<file path="src/rtl/collatz_pkg.sv">
// Shared types and constants for the Collatz range-sweep controller.
package collatz_pkg;

  localparam int unsigned W               = 8;
  localparam int unsigned HI_TIMEOUT_DEF  = 4;
  localparam int unsigned RUN_TIMEOUT_DEF = 1023;
  localparam logic [W-1:0] COUNT_SAT      = {W{1'b1}};

  typedef enum logic [2:0] {
    IDLE,
    LAUNCH,
    WAIT_HI,
    WAIT_LO,
    STEP,
    RECOVER,
    DONE
  } state_t;

endpackage

</file>
<file path="src/rtl/sat_counter.sv">
// Up-counter with synchronous clear that sticks at its all-ones value.
module sat_counter #(
  parameter int unsigned WIDTH = 8
) (
  input  logic             clk,
  input  logic             rst,
  input  logic             clr,
  input  logic             inc,
  output logic [WIDTH-1:0] count
);

  localparam logic [WIDTH-1:0] SAT = {WIDTH{1'b1}};

  always_ff @(posedge clk) begin
    if (rst || clr) begin
      count <= '0;
    end else if (inc && (count != SAT)) begin
      count <= count + WIDTH'(1);
    end
  end

endmodule

</file>
<file path="src/rtl/collatz_sweep.sv">
// Drives the Collatz core over an inclusive start-value range and tracks the
// longest-running start value plus the number of core timeouts.
module collatz_sweep #(
  parameter int unsigned W           = collatz_pkg::W,
  parameter int unsigned HI_TIMEOUT  = collatz_pkg::HI_TIMEOUT_DEF,
  parameter int unsigned RUN_TIMEOUT = collatz_pkg::RUN_TIMEOUT_DEF
) (
  input  logic         clk,
  input  logic         rst,
  input  logic         go,
  input  logic [W-1:0] lo,
  input  logic [W-1:0] hi,
  output logic         core_start,
  output logic [W-1:0] core_n,
  output logic         core_rst,
  input  logic         core_busy,
  input  logic [W-1:0] core_count,
  output logic         busy,
  output logic         done,
  output logic         err,
  output logic [W-1:0] max_count,
  output logic [W-1:0] max_n,
  output logic [W-1:0] timeouts
);

  import collatz_pkg::*;

  localparam int unsigned TMAX = (HI_TIMEOUT > RUN_TIMEOUT) ? HI_TIMEOUT : RUN_TIMEOUT;
  localparam int unsigned TW   = $clog2(TMAX + 1);

  state_t        state, state_nx;
  logic [W-1:0]  cur, cur_nx, hi_q, cnt_q;
  logic [TW-1:0] timer;
  logic          cnt_vld, rec_q;
  logic          hi_to, run_to, last;
  logic          cap, samp, upd, to_inc;
  logic          start_d, rst_d, done_d, busy_d;

  assign hi_to  = (timer >= TW'(HI_TIMEOUT));
  assign run_to = (timer >= TW'(RUN_TIMEOUT));
  assign last   = (cur == hi_q);

  always_ff @(posedge clk) begin
    if (rst) state <= IDLE;
    else     state <= state_nx;
  end

  always_comb begin
    state_nx = state;
    unique case (state)
      IDLE:    if (go) state_nx = (lo > hi) ? DONE : LAUNCH;
      LAUNCH:  state_nx = WAIT_HI;
      WAIT_HI: begin
        if (core_busy)  state_nx = WAIT_LO;
        else if (hi_to) state_nx = RECOVER;
      end
      WAIT_LO: begin
        if (!core_busy)  state_nx = STEP;
        else if (run_to) state_nx = RECOVER;
      end
      RECOVER: if (rec_q) state_nx = STEP;
      STEP:    state_nx = last ? DONE : LAUNCH;
      DONE:    state_nx = IDLE;
      default: state_nx = IDLE;
    endcase
  end

  // done is registered off the DONE state, so busy is stretched to cover it
  always_comb begin
    cap     = 1'b0;
    samp    = 1'b0;
    upd     = 1'b0;
    to_inc  = 1'b0;
    cur_nx  = cur;
    start_d = (state_nx == LAUNCH);
    rst_d   = (state_nx == RECOVER);
    done_d  = (state == DONE);
    busy_d  = (state_nx != IDLE) || (state == DONE);
    unique case (state)
      IDLE: begin
        cap = go;
        if (go) cur_nx = lo;
      end
      WAIT_LO: samp   = !core_busy;
      RECOVER: to_inc = !rec_q;
      STEP: begin
        upd = cnt_vld && (cnt_q > max_count);
        if (!last) cur_nx = cur + W'(1);
      end
      default: ;
    endcase
  end

  always_ff @(posedge clk) begin
    if (rst) begin
      cur        <= '0;
      hi_q       <= '0;
      cnt_q      <= '0;
      cnt_vld    <= 1'b0;
      rec_q      <= 1'b0;
      timer      <= '0;
      core_start <= 1'b0;
      core_rst   <= 1'b0;
      core_n     <= '0;
      done       <= 1'b0;
      busy       <= 1'b0;
      err        <= 1'b0;
      max_count  <= '0;
      max_n      <= '0;
    end else begin
      cur        <= cur_nx;
      core_start <= start_d;
      core_rst   <= rst_d;
      done       <= done_d;
      busy       <= busy_d;
      rec_q      <= (state == RECOVER) && !rec_q;
      if (start_d) core_n <= cur_nx;
      if (cap) begin
        hi_q      <= hi;
        err       <= (lo > hi);
        max_count <= '0;
        max_n     <= '0;
      end
      if (upd) begin
        max_count <= cnt_q;
        max_n     <= cur;
      end
      if ((state == LAUNCH) || ((state == WAIT_HI) && core_busy)) begin
        timer <= '0;
      end else if ((state == WAIT_HI) || (state == WAIT_LO)) begin
        timer <= timer + TW'(1);
      end
      // a timed-out value leaves cnt_vld low so STEP skips the compare
      if (samp) begin
        cnt_q   <= core_count;
        cnt_vld <= 1'b1;
      end else if (state == LAUNCH) begin
        cnt_vld <= 1'b0;
      end
    end
  end

  sat_counter #(.WIDTH(W)) u_timeouts (
    .clk   (clk),
    .rst   (rst),
    .clr   (cap),
    .inc   (to_inc),
    .count (timeouts)
  );

endmodule

</file>
<file path="config.mk">
export PLATFORM = sky130hd
export DESIGN_NAME = collatz_sweep
export DESIGN_NICKNAME = d
export VERILOG_FILES = /design/src/rtl/collatz_pkg.sv /design/src/rtl/sat_counter.sv /design/src/rtl/collatz_sweep.sv
export SDC_FILE = /design/constraint.sdc
export NUM_CORES = 1
export LEC_CHECK = 0
export ABC_AREA = 1
export ABC_CLOCK_PERIOD_IN_PS = 3900
export BUFFER_PORTS_ARGS = -buffer_cell sky130_fd_sc_hd__clkbuf_2
export CAP_MARGIN = 20
export CORE_MARGIN = 1
export CORE_UTILIZATION = 40
export CTS_CLUSTER_SIZE = 8
export DETAILED_ROUTE_END_ITERATION = 6
export RECOVER_POWER = 25
export SYNTH_ARGS = -nofsm -noshare
export SYNTH_HDL_FRONTEND = slang
export SYNTH_SLANG_ARGS = --single-unit
export TNS_END_PERCENT = 30
</file>
<file path="constraint.sdc">
create_clock -name clk -period 3.9 [get_ports clk]
set_input_delay 0.78 -clock clk [delete_from_list [all_inputs] [get_ports clk]]
set_output_delay 0.78 -clock clk [all_outputs]
set_load 0.1 [all_outputs]
</file>
Yosys cells after proc, flatten, opt, wreduce, memory -nomap -nowiden:

Index checks and enable logic that the tools add are counted.

* register bits after elaboration: 76
* bits of input ports: 28
* output and inout bits: 37
* word-level logic and storage cells: 69

* add/subtract/negate cells: 3
* order comparisons: 4
* equality and inequality tests: 10
* multiplexer cells: 21
* reduce and logical (&&, ||, !) cells: 15

Operators by type and width (number)
* 2-to-1 mux 8 bit: 5
* 2-to-1 mux 3 bit: 8
* one-hot mux 3 bit (6 select lines): 1
* adder 8 x 1 -> 8 bit, second input constant: 2
* greater-than comparator 8 bit: 2
* one-hot mux 8 bit (2 select lines): 1
* equality test 3 bit, second input constant: 4
* adder 10 x 1 -> 10 bit, second input constant: 1
* greater-or-equal comparator 10 bit, second input constant: 1
* greater-or-equal comparator 10 x 3 -> 1 bit, second input constant: 1
* equality test 8 bit: 1
* inequality test 8 bit, second input constant: 1
* equality test 3 x 1 -> 1 bit, second input constant: 2
* equality test 3 x 2 -> 1 bit, second input constant: 2
* 2-to-1 mux 1 bit: 6
* logical AND 1 bit: 4
* logical OR 1 bit: 4
* nonzero test 2 bit: 2
* logical NOT 3 bit: 1
* nonzero test 3 bit: 1
* logical NOT 1 bit: 2
* OR reduction 2 bit: 1

Longest topological paths before layout:

Gate-level depths: netlist of run 1.

* depth after elaboration: 6
* depth in mapped cells: 17
* depth with buffers taken out: 16

Modules after synthesis:

From an unflattened synthesis of run 1, not the netlist that was laid out.

* cells, all modules: 589
* area total of the unflattened synthesis: 4085.2 µm²

By module, submodules not included
* collatz_sweep: instances 1, cells an instance 522, area an instance 3637.2 µm², seq. area each 1361.3 µm²
* sat_counter: instances 1, cells an instance 67, area an instance 447.9 µm², seq. area each 160.2 µm²

Least setup slack after synthesis of run 1:

OpenSTA, ideal clock, no wires.

* kind: register -> register
* start point: register max_count[3]
* end point: register max_count[0]
* library setup time: 0.071 ns
* arrival: 2.505 ns
* required time: 3.829 ns
* path slack: 1.325 ns
* stages on the path, launching flop included: 9
* path buffers: 1
* period minus slack after synthesis: 2.575 ns
* cells stage by stage: dfxtp_1 -> inv_1 -> ha_1 -> nand2_1 -> o21a_1 -> o21ai_1 -> clkbuf_1 -> nand3_1 -> a21oi_1

* longest elaborated chain between the ends: 4
* elaborated cells on any way between the ends: 5
* those cells by class: order compare: 1; mux: 2; reduce/logical: 2

Ends and longest elaborated chain
* from (decl): line collatz_sweep.sv:21 `output logic [W-1:0] max_count,`
* from (signal assigned): line collatz_sweep.sv:125 `max_count <= cnt_q;`
* greater-than comparator 8 bit *: line collatz_sweep.sv:87 `upd = cnt_vld && (cnt_q > max_count);`
* logical AND 1 bit *: line collatz_sweep.sv:87
* 2-to-1 mux 1 bit *: line collatz_sweep.sv:79 `unique case (state)`
* 2-to-1 mux 8 bit / nonzero test 2 bit (equally long branches)

Every way passes the cells marked *; elsewhere a longest branch is shown, timed or not.
A chain may end at the register's enable or synchronous reset.

Final worst setup path of run 1:

* start point: register state[0]
* end point: register max_n[3]

* longest elaborated chain between the ends: 3
* elaborated cells on any way between the ends: 6
* those cells by class: eq/ne: 1; mux: 3; reduce/logical: 2

Ends and longest elaborated chain
* from (decl): line collatz_sweep.sv:31 `state_t state, state_nx;`
* from (signal assigned): line collatz_sweep.sv:45 `else state <= state_nx;`
* equality test 3 bit / logical NOT 3 bit (equally long branches): line collatz_sweep.sv:79
* 2-to-1 mux 1 bit: line collatz_sweep.sv:79
* 2-to-1 mux 8 bit / nonzero test 2 bit (equally long branches)
* to (signal assigned): line collatz_sweep.sv:126 `max_n <= cur;`
* to (decl): line collatz_sweep.sv:22 `output logic [W-1:0] max_n,`

Several ways; a longest one is shown, not always the timed one.

==> impl_metrics.env, run 1 <==
export IMPL_cts_tree="yes"
export IMPL_muxShareOfSynthArea=0
export IMPL_synthArstFlopShare=0
export IMPL_ys_seq_area_frac=0.388
export IMPL_post_cts_buffers=0
export IMPL_timing_final_max_slew_violations=0
export IMPL_rsz0062_at_grt="false"
export IMPL_hold_class="reg2reg"
export IMPL_cts_buffers_inserted=9
export IMPL_ioPinCount=65
export IMPL_overflow=0
export IMPL_fin_crit_sh=0.613
export IMPL_drtPass1Iterations=5
export IMPL_maxSlewHeadroom=0.224
export IMPL_first_iter_violations=200
export IMPL_criticalPathCategory="reg2reg"
export IMPL_hpwl_um=6900
export IMPL_placementRows=35
export IMPL_cts_resized=0
export IMPL_synth_compound_area_frac=0.138
export IMPL_synth_top_family_by_area="simple AND/OR/NAND/NOR gates"
export IMPL_timing_fmax_mhz=419
export IMPL_maxCapViolations=0
export IMPL_worst_path_max_fanout=17
export IMPL_yosys_area_top_type="dfxtp_1"
export IMPL_yosys_area_share_simple=0.292
export IMPL_grtUsageTotal=0.193
export IMPL_cp_start_kind="flip-flop"
export IMPL_netlist_top_cells_area="dfxtp_1 (39%), nand2_1 (9.8%), a21oi_1 (7.0%), inv_1 (7.0%), nand3_1 (6.9%)"
export IMPL_final_cells=748
export IMPL_netlist_area_um2=3920
export IMPL_area_growth_syn_to_layout_pct=15.7
export IMPL_wl_um=9270
export IMPL_routedWlPerCell_um=12.4
export IMPL_syn_inst=555
export IMPL_fin_skew_ns=0.00862
export IMPL_clock_latency_ns=0.35
export IMPL_worst_ep_required_time_ns=4.10
export IMPL_irDropWorstVdd_mv=0.243
export IMPL_synth_top_area_frac=0.388
export IMPL_synthAdderAreaFrac=0.0639
export IMPL_initial_core_util=0.418
export IMPL_grt_max_degree=32
export IMPL_finalHoldViolCount=0
export IMPL_synthFlopType="dfxtp_1"
export IMPL_drc_errors=0
export IMPL_leakage_nw=2.03
export IMPL_p_per_area_nw_per_um2=596
export IMPL_cts_buffer_depth=2
export IMPL_yosys_cell_count_top_type="nand2_1"
export IMPL_critPathArrivalTime_ns=2.59
export IMPL_tns_ns=0
export IMPL_diodes=0
export IMPL_routed_via_density=4.96
export IMPL_die_y_um=101
export IMPL_gp_congestion=0.848
export IMPL_ff_latch_area_um2=1520
export IMPL_grt_pass1_vias=3406
export IMPL_final_nets=662
export IMPL_antenna_found_initial=0
export IMPL_grt_pass1_wl_um=15500
export IMPL_dieWidth_um=101
export IMPL_htree_levels=3
export IMPL_port_buffers=64
export IMPL_synth_edf_count=0
export IMPL_synth_cell_types=41
export IMPL_vias=3713
export IMPL_p_total_mw=2.70
export IMPL_cp_end_kind="flip-flop"
export IMPL_drive_above_1_share=0.129
export IMPL_synth_common_cells="nand2_1 (102), dfxtp_1 (76), inv_1 (73)"
export IMPL_status="complete, no violations"
export IMPL_synth_nets=603
export IMPL_fp_dieArea_um2=10200
export IMPL_root_buffer="clkbuf_8"
export IMPL_synth_xor_xnor_area_share=0.0201
export IMPL_finalSetupViolCount=0
export IMPL_postRouteAntennaNets=0
export IMPL_syn_area_per_cell_um2=7.06
export IMPL_fillers=1014
export IMPL_fp_coreArea_um2=9370
export IMPL_ys_ff_latch=76
export IMPL_multi_input_area_um2=2010
export IMPL_worstMarginPinSlew_ns=1.17
export IMPL_path_clk_slew_ns=0.08
export IMPL_ys_warn_count=0
export IMPL_clkSinkCount=76
export IMPL_hold_buffers=0
export IMPL_placed_cells=732
export IMPL_period_needed_ns=2.39
## cell families after synthesis
kind of cell,after synthesis
AOI/OAI and AO/OA,100
DFF,76
buffers and inverters,96
adders and majority gates,20
xor gates and xnor gates,9
and+or+nand+nor,254
## power breakdown
part           leakage (nW)  switching, mW  internal, mW
clock network         0.116          0.284         0.413
logic                  1.30          0.804         0.233
registers             0.618         0.0896         0.880
total                  2.03           1.18          1.53
## per-stage QoR
step | util | setup WS, ns | cell area, um2 | hold WS [ns]
final | 0.484 | 1.51 | 4530 | 0.477
after global placement | 0.462 | 1.18 | 4330 | 0.463
after global routing | 0.484 | 1.29 | 4530 | 0.511
after detailed placement | 0.462 | 1.10 | 4330 | 0.470
after CTS | 0.487 | 1.48 | 4560 | 0.483
after floorplan | - | 1.32 | 3920 | 0.443
## per-layer routing
metal  up-vias  share of wire  routed length, um  GRT usage
met5         -              0                  0          0
li1       1927              -                  -          -
met3         9          0.051                475     0.0402
met1      1681           0.48               4490      0.257
met2        96           0.45               4180      0.307
met4         0          0.014                131     0.0736
## placed cells by master, fill, tap and decap left out, types with 4 or more instances in the layout
cell type  netlist  routed
nor3_1           7       7
nand4_1          8       8
clkbuf_8         0      12
nor2_1          64      65
ha_1            20      20
o21ai_0         29      29
clkbuf_2         0      46
a21oi_1         55      55
clkbuf_1         8      19
a22oi_1          5       5
nand2_1        102     102
xnor2_1          5       5
nor2_4           5       4
nand3_1         54      54
nor2_2           4       4
xor2_1           4       4
inv_1           73      73
dfxtp_1         76      76
## critical path, stage by stage, from the launching register on
cell and delay (ns):
dfxtp_1 0.43, nor2_2 0.20, inv_1 0.10, nor2_4 0.25, o311a_1 0.66, nand2_2 0.37, nand3_1 0.17, a21oi_1 0.08
## sequential cells by signal, indices dropped and copies added (netlist names)
name / count
busy: 1
timer: 10
cnt_q: 8
core_n: 8
max_n: 8
max_count: 8
core_start: 1
u_timeouts.count: 8
core_rst: 1
cnt_vld: 1
done: 1
state: 3
rec_q: 1
cur: 8
hi_q: 8
err: 1
## final timing paths
check | endpoint | startpoint | depth (start not counted) | slack [ns]
max | max_n[3] | state[0] | 7 | 1.51
min | cnt_vld | cnt_vld | 2 | 0.48
max reg2reg | max_n[3] | state[0] | 7 | 1.51
min reg2reg | cnt_vld | cnt_vld | 2 | 0.48
## cell type report
class,instances,share of cell area
clock buffers,13,0.0373
clock inverters,3,0.0149
inverters,78,0.0651
multi-input cells,383,0.443
flip-flops and latches,76,0.336
well taps,129,0.0356
repair buffers,66,0.0690
(Power assumes the default switching activity.)
==> run 2, diff against run 1 <==
ABC_CLOCK_PERIOD_IN_PS = 2100   (was 3900)
clock period = 2.1 ns   (was 3.9 ns; I/O delays follow)
==> impl_metrics.env, run 2 (synthesis gave the netlist of run 1 again) <==
export IMPL_status="complete, no violations"
export IMPL_hold_class="in2reg"
export IMPL_setup_slack_ns=0.243
export IMPL_vias=3694
export IMPL_drc_errors=0
export IMPL_period_needed_ns=1.86
export IMPL_fp_dieArea_um2=10200
export IMPL_worst_path_max_fanout=17
export IMPL_cts_buffers_inserted=9
export IMPL_rsz0062_at_grt="true"
export IMPL_hold_buffers=0
export IMPL_stdcell_area_um2=4710
export IMPL_grtUsageTotal=0.196
export IMPL_final_util=0.503
export IMPL_grt_pass1_wl_um=15700
export IMPL_final_cells=765
export IMPL_finalHoldViolCount=0
export IMPL_first_iter_violations=186
export IMPL_fin_skew_ns=0.0106
export IMPL_overflow=0
export IMPL_timing_fmax_mhz=539
export IMPL_initial_core_util=0.418
export IMPL_leakage_nw=2.18
export IMPL_final_common_cell="nand2_1"
export IMPL_ioPinCount=65
export IMPL_p_int_mw=2.83
export IMPL_antenna_found_initial=0
export IMPL_grt_pass1_vias=3450
export IMPL_hold_slack_ns=0.293
export IMPL_cp_start_kind="flip-flop"
export IMPL_netSwitchingFraction=0.440
export IMPL_die_y_um=101
export IMPL_finalSetupViolCount=0
export IMPL_fin_crit_sh=0.884
export IMPL_path_clk_slew_ns=0.08
export IMPL_drtPass1Iterations=4
export IMPL_postRouteAntennaNets=0
export IMPL_cp_end_kind="flip-flop"
export IMPL_cts_tree="yes"
export IMPL_htree_levels=3
export IMPL_final_cell_mix="nand2_1 (101), inv_1 (73), nor2_1 (64), clkbuf_2 (64), dfxtp_1 (61)"
export IMPL_maxCapViolations=0
export IMPL_area_growth_syn_to_layout_pct=20.2
export IMPL_timing_final_max_slew_violations=0
export IMPL_fp_coreArea_um2=9370
export IMPL_irDropWorstVdd_mv=0.431
export IMPL_critPathArrivalTime_ns=2.10
export IMPL_worstMarginPinSlew_ns=0.549
export IMPL_routed_via_density=4.83
export IMPL_port_buffers=64
export IMPL_drive_above_1_share=0.208
export IMPL_tns_ns=0
export IMPL_dieWidth_um=101
export IMPL_criticalPathCategory="reg2reg"
export IMPL_switchingPower_mw=2.23
export IMPL_comb_power_share=0.408
export IMPL_routedWlPerCell_um=12.3
export IMPL_grt_max_degree=31
export IMPL_maxSlewHeadroom=0.636
export IMPL_wl_um=9390
export IMPL_place_area_um2=4490
export IMPL_placed_cells=749
export IMPL_p_per_area_nw_per_um2=1070
export IMPL_dp_slack_ns=-0.0832
export IMPL_clock_latency_ns=0.35
export IMPL_clkSinkCount=76
export IMPL_p_total_mw=5.06
export IMPL_diodes=0
export IMPL_worst_ep_required_time_ns=2.35
export IMPL_root_buffer="clkbuf_8"
export IMPL_final_nets=679
export IMPL_placementRows=35
export IMPL_largest_register_ffs=10
export IMPL_cts_buffer_depth=2
export IMPL_p_clk_frac=0.240
export IMPL_hpwl_um=7080
export IMPL_power_frac_seq=0.351
export IMPL_top_register="timer"
export IMPL_gp_congestion=0.816
-- run 2: cell count changes in the layout (fill, tap and decap cells not counted) --
cell,before,now
dfxtp_1,76,61
dfxtp_4,0,7
dfxtp_2,0,8
clkinv_4,0,1
clkbuf_2,46,64
clkbuf_8,12,9
clkbuf_1,19,1
nor2_4,4,5
buf_4,2,19
inv_4,1,2
nand2_2,1,2
clkinv_2,0,1
nor2_1,65,64
nand2_1,102,101
-- run 2: final timing paths --
| kind | to | cells after the start | slack [ns] | startpoint |
|---|---|---|---|---|
| setup reg to reg | core_n[7] | 11 | 0.24 | state[2] |
| setup / recovery | core_n[7] | 11 | 0.24 | state[2] |
| hold / removal | cnt_q[3] | 3 | 0.29 | core_count[3] |
| hold reg to reg | cnt_vld | 2 | 0.48 | cnt_vld |
-- run 2: cell type report --
type,count,area (um2)
clock buffer,10,128
clock inverter,6,87.6
fill,978,4660
inverter,78,295
multi-input combinational,383,2020
sequential,76,1560
tap,129,161
timing repair buffer,83,463
-- run 2: what timing repair did --
item | in CTS | in global routing
endpoints found under the hold margin | 0 | 0
setup endpoints to repair | 0 | 10
resized for setup | 0 | 5
setup buffers | 0 | 0
-- run 2: power groups by stage --
| stage | registers, mW | logic (mW) | clock network [mW] |
|---|---|---|---|
| 6_report | 1.78 | 2.07 | 1.22 |
| 5_1_grt | 1.81 | 2.26 | 1.32 |
| 4_1_cts | 1.78 | 2.07 | 1.24 |
| 3_5_place_dp | 1.81 | 2.06 | 0 |
| 3_3_place_gp | 1.81 | 2.05 | 0 |
| 2_1_floorplan | 2.40 | 1.02 | 0 |
-- run 2: per-layer routing --
layer | wire length [um] | GRT usage | vias to the layer above
li1 | - | - | 1957
met4 | 38 | 0.0435 | 0
met5 | 0 | 0 | -
met3 | 457 | 0.0506 | 2
met1 | 4650 | 0.256 | 1663
met2 | 4240 | 0.323 | 72
-- run 2: worst max-delay path, cell delays in order (launching register included) --
cell and delay [ns]:
dfxtp_1 0.46, nor2_4 0.12, nand2_4 0.08, nor2_4 0.06, nor2_1 0.10, nand2_1 0.06, nor2_1 0.11, nand2_1 0.09
nor2_1 0.21, nand3_4 0.23, nor2_1 0.19, nor2_2 0.05
